[config.mk]
export PLATFORM = sky130hd
export DESIGN_NAME = stream_demux4
export DESIGN_NICKNAME = d
export VERILOG_FILES = /design/src/rtl/stream_demux4.sv
export SDC_FILE = /design/constraint.sdc
export NUM_CORES = 1
export LEC_CHECK = 0
export ABC_AREA = 1
export CORE_ASPECT_RATIO = 0.75
export CORE_MARGIN = 4
export CORE_UTILIZATION = 25
export CTS_BUF_LIST = sky130_fd_sc_hd__clkbuf_4 sky130_fd_sc_hd__clkbuf_8
export DETAILED_ROUTE_END_ITERATION = 7
export PLACE_DENSITY = 0.59
export SLEW_MARGIN = 15
export SYNTH_ARGS = -nofsm -noshare
export SYNTH_HDL_FRONTEND = slang
export SYNTH_SLANG_ARGS = --single-unit
[constraint.sdc]
create_clock -name clk -period 3.35 [get_ports clk]
set_clock_uncertainty 0.2 [all_clocks]
set_input_delay 0.5025 -clock clk [delete_from_list [all_inputs] [get_ports clk]]
set_output_delay 0.5025 -clock clk [all_outputs]
set_load 0.03 [all_outputs]
[src/rtl/stream_demux4.sv]
// 1-to-4 valid/ready packet demultiplexer with a one-entry output register per channel.
// Optional clocked checks are compiled in when STREAM_DEMUX4_ASSERT_EN is defined.
module stream_demux4 #(
    parameter int DATA_W = 8
) (
    input  logic                clk,
    input  logic                rst,
    input  logic                in_valid,
    output logic                in_ready,
    input  logic [DATA_W-1:0]   in_data,
    input  logic [1:0]          in_sel,
    input  logic                in_last,
    output logic [3:0]          out_valid,
    input  logic [3:0]          out_ready,
    output logic [4*DATA_W-1:0] out_data,
    output logic [3:0]          out_last,
    output logic                busy,
    output logic [1:0]          cur_sel
);

    typedef enum logic {IDLE, PKT} state_t;

    state_t             state_reg;
    logic [1:0]         lock_sel_reg;
    logic               busy_reg;
    logic [1:0]         route;
    logic               accept;
    logic [3:0]         valid_reg;
    logic [3:0]         last_reg;
    logic [DATA_W-1:0]  data_reg [4];

    // The first beat of a packet is steered by in_sel directly; later beats use the lock.
    assign route    = (state_reg == IDLE) ? in_sel : lock_sel_reg;
    assign in_ready = !valid_reg[route] || out_ready[route];
    assign accept   = in_valid && in_ready;

    assign cur_sel   = route;
    assign busy      = busy_reg;
    assign out_valid = valid_reg;
    assign out_last  = last_reg;

    always_ff @(posedge clk) begin
        if (rst) begin
            state_reg    <= IDLE;
            lock_sel_reg <= 2'd0;
            busy_reg     <= 1'b0;
        end else begin
            case (state_reg)
                IDLE: begin
                    if (accept && !in_last) begin
                        lock_sel_reg <= in_sel;
                        state_reg    <= PKT;
                        busy_reg     <= 1'b1;
                    end
                end
                PKT: begin
                    if (accept && in_last) begin
                        state_reg <= IDLE;
                        busy_reg  <= 1'b0;
                    end
                end
                default: begin
                    state_reg <= IDLE;
                    busy_reg  <= 1'b0;
                end
            endcase
        end
    end

    genvar gi;
    generate
        for (gi = 0; gi < 4; gi++) begin : g_chan
            // A load in the same cycle as a drain takes priority, keeping 1 beat/cycle.
            always_ff @(posedge clk) begin
                if (rst) begin
                    valid_reg[gi] <= 1'b0;
                    last_reg[gi]  <= 1'b0;
                    data_reg[gi]  <= '0;
                end else if (accept && (route == 2'(gi))) begin
                    valid_reg[gi] <= 1'b1;
                    last_reg[gi]  <= in_last;
                    data_reg[gi]  <= in_data;
                end else if (out_ready[gi]) begin
                    valid_reg[gi] <= 1'b0;
                end
            end
            assign out_data[gi*DATA_W +: DATA_W] = data_reg[gi];
        end
    endgenerate

`ifdef STREAM_DEMUX4_ASSERT_EN
    logic [3:0]        hold_reg;
    logic [3:0]        plast_reg;
    logic [DATA_W-1:0] pdata_reg [4];
    logic              acc_reg;
    logic [1:0]        proute_reg;
    logic              blocked_reg;
    logic              prst_reg;

    always_ff @(posedge clk) begin
        prst_reg    <= rst;
        acc_reg     <= accept;
        proute_reg  <= route;
        blocked_reg <= in_valid && !in_ready;
        hold_reg    <= valid_reg & ~out_ready;
        plast_reg   <= last_reg;
        pdata_reg   <= data_reg;
    end

    // Previous-cycle snapshot versus current registers; skipped around reset.
    always @(posedge clk) begin
        if (!rst && !prst_reg) begin
            for (int i = 0; i < 4; i++) begin
                if (hold_reg[i])
                    assert (data_reg[i] == pdata_reg[i] && last_reg[i] == plast_reg[i])
                    else $error("%0t: channel %0d payload changed while stalled", $time, i);
                if (blocked_reg)
                    assert (data_reg[i] == pdata_reg[i] && last_reg[i] == plast_reg[i])
                    else $error("%0t: channel %0d changed without an accept", $time, i);
            end
            if (acc_reg)
                assert (valid_reg[proute_reg])
                else $error("%0t: accept to channel %0d not visible", $time, proute_reg);
        end
    end
`endif

endmodule

==> results.py <==
metrics = {
    "setup_path": {
        "max_stage_delay_ns": 0.68,
        "cp-end-kind": "output pin",
        "crit_fanout": 6,
        "worstPathRequired_ns": 2.65,
        "worstSetupStartpointType": "input port",
        "slowest_stage": "clkdlybuf4s50_1",
        "critical_path_class": "in2out",
        "arrival_ns": 2.24,
        "cp_common_cell": "nand2_1",
        "path_cells": "clkdlybuf4s50_1 > inv_1 > nand2_2 > nand2_2 > nand2_1 > nand2_1 > nand2_1 > nand2_1 > nand2_2 > clkdlybuf4s50_1",
    },
    "synthesis": {
        "yosys_register_bits": 44,
        "synth_area_leaders": "edfxtp_1 53%, dfxtp_1 13%, nor2_1 8.3%",
        "synth-seq-area-share": 0.6639,
        "synth_area_per_cell_um2": 10.58,
        "synth_top_family_by_area": "simple AND/OR/NAND/NOR gates",
        "yosys.area_share.simple": 0.2434,
        "synth_nets": 189,
        "yosys.area.top_type": "edfxtp_1",
        "synth_most_common_cell": "nor2_1",
        "synth_xor_area_frac": 0,
        "synth-compound-area-share": 0.04011,
        "synth-edff-count": 32,
        "synthMuxAreaShare": 0,
        "async_reset_ff_frac": 0,
        "synthCells": 171,
        "yosys.cell_types.count": 19,
        "synth_area_um2": 1809,
        "synthTopCellsByCount": "40 x nor2_1, 32 x edfxtp_1, 32 x nand2_1",
        "yosysWarnings": 0,
        "synthAdderAreaFrac": 0,
        "yosys.area.top_type_share": 0.5311,
        "ys.flop_type": "edfxtp_1",
    },
    "timing": {
        "fin_crit_ns": 2.940,
        "hold_viol_final": 0,
        "maxSlewHeadroom": 0.6102,
        "slew_violations": 0,
        "tightest_slew_ns": 0.5840,
        "rsz0062_at_grt": "false",
        "setup_viol_count_final": 0,
        "fin_tns_setup_ns": 0,
        "min_period_over_period": 0.8775,
        "fmax_mhz": 340.2,
    },
    "layout": {
        "multi_input_area_um2": 513.0,
        "diodes": 0,
        "fin_nets": 256,
        "drive_above_1_share": 0.09205,
        "stdcell_count": 337,
        "n_fill_cell": 703,
        "seqCellArea_um2": 1201,
        "largest_register_ffs": 32,
        "syn_to_final_growth_pct": 46.89,
        "finish.utilization": 0.3835,
    },
    "floorplanning": {
        "die_area_um2": 8676,
        "io_pins": 62,
        "start_util": 0.2611,
        "core.rowCount": 26,
        "core_area_um2": 6929,
        "die_h_um": 81.68,
        "fp.dieW_um": 106.2,
    },
    "cts": {
        "clkSinkCount": 44,
        "cts_hold_buf": 0,
        "clock_latency_ns": 0.29,
        "clock-root-buffer": "clkbuf_8",
        "numCtsBuffers": 5,
        "cts_tree": "done",
        "clkTransAtPathRegs_ns": 0.09,
        "cts-htree-levels": 2,
        "cts_resized": 0,
        "postCtsSetupBuffers": 0,
        "cts.path.max_buffers": 2,
    },
    "grt": {
        "track_usage": 0.1050,
        "antenna_found_initial": 0,
        "gr-total-overflow": 0,
        "grt_max_degree": 16,
        "grt_pass1_vias": 1313,
        "grt_first_pass_wirelength_um": 6982,
    },
    "pwr": {
        "leakage_nw": 1.048,
        "p_per_area_nw_per_um2": 489.5,
        "peakVddDrop_uv": 184.4,
    },
    "route": {
        "totalWireLength_um": 4377,
        "avgViaCountPerCell": 4.021,
        "drt_drc_violations_left": 0,
        "route.antenna.remaining_nets": 0,
        "drt_pass1_iterations": 4,
        "via_count": 1355,
        "drt-initial-drc-count": 71,
        "wl_per_cell_um": 12.99,
    },
    "hold_path": {
        "worstHoldPathType": "reg2reg",
    },
    "place": {
        "io_buffers": 61,
        "dp_hpwl_um": 3373,
        "dp.cells": 329,
        "gp_congestion": 0.8523,
    },
    "flow_run": {
        "maxCapViolCount": 0,
    },
    "run_status": {
        "outcome": "complete, no violations",
    },
}
worst paths after layout:
path	startpoint	cells past startpoint	endpoint	slack (ns)
hold reg to reg	out_last[0]	2	out_last[0]	0.28
setup / recovery	in_sel[0]	10	in_ready	0.41
setup reg to reg	flop	12	data_reg[3][1]	1.18
hold / removal	out_last[0]	2	out_last[0]	0.28
cells in the final DEF (no fill, tap or decap), types with 2 or more instances in the layout:
| cell | instances |
|---|---|
| clkdlybuf4s50_1 | 61 |
| clkinv_4 | 2 |
| clkbuf_8 | 5 |
| nand2_2 | 5 |
| a21oi_1 | 2 |
| nand3_4 | 4 |
| nand3_1 | 8 |
| o21ai_1 | 4 |
| nand2_4 | 2 |
| dfxtp_1 | 12 |
| nor2_1 | 40 |
| nand2_1 | 32 |
| o31ai_1 | 4 |
| inv_1 | 19 |
| edfxtp_1 | 32 |
power by group:
part	internal (mW)	switching, mW	total, mW	leakage [nW]
combinational	0.0957	0.158	0.254	0.554
sequential	0.621	0.0144	0.636	0.436
clock	0.225	0.187	0.411	0.0583
critical path: cells and delay by family:
family / cells / cell delay, ns
buf+inv: 3 / 1.25
simple gates: 7 / 0.48
final cells by class:
class	count	area share
Clock buffer	5	0.02589
Clock inverter	3	0.01789
Inverter	21	0.03249
Multi-Input combinational cell	104	0.1930
Sequential cell	44	0.4520
Tap cell	98	0.04614
Timing Repair Buffer	62	0.2326
layer usage:
metal  wire (um)  GRT usage  vias up
met3         264    0.03378        5
li1            -          -      691
met5           0          0        -
met2        1945     0.1561       33
met1        2132     0.1464      626
met4          34    0.03105        0
logic make-up after synthesis:
logic type | after synthesis
buffers and inverters | 23
and+or+nand+nor | 92
DFF | 44
AOI/OAI and AO/OA | 12
stage by stage:
stage	area, um2	setup slack, ns	hold WS [ns]	total power, mW
global placement	2541	0.4392	0.2642	0.9042
finish	2658	0.4102	0.2824	1.301
detailed placement	2541	0.4073	0.2701	0.9059
floorplan	1809	1.216	0.3070	0.7918
global route	2658	0.3245	0.3065	1.368
CTS	2658	0.4048	0.2847	1.320
(Power assumes the default switching activity.)
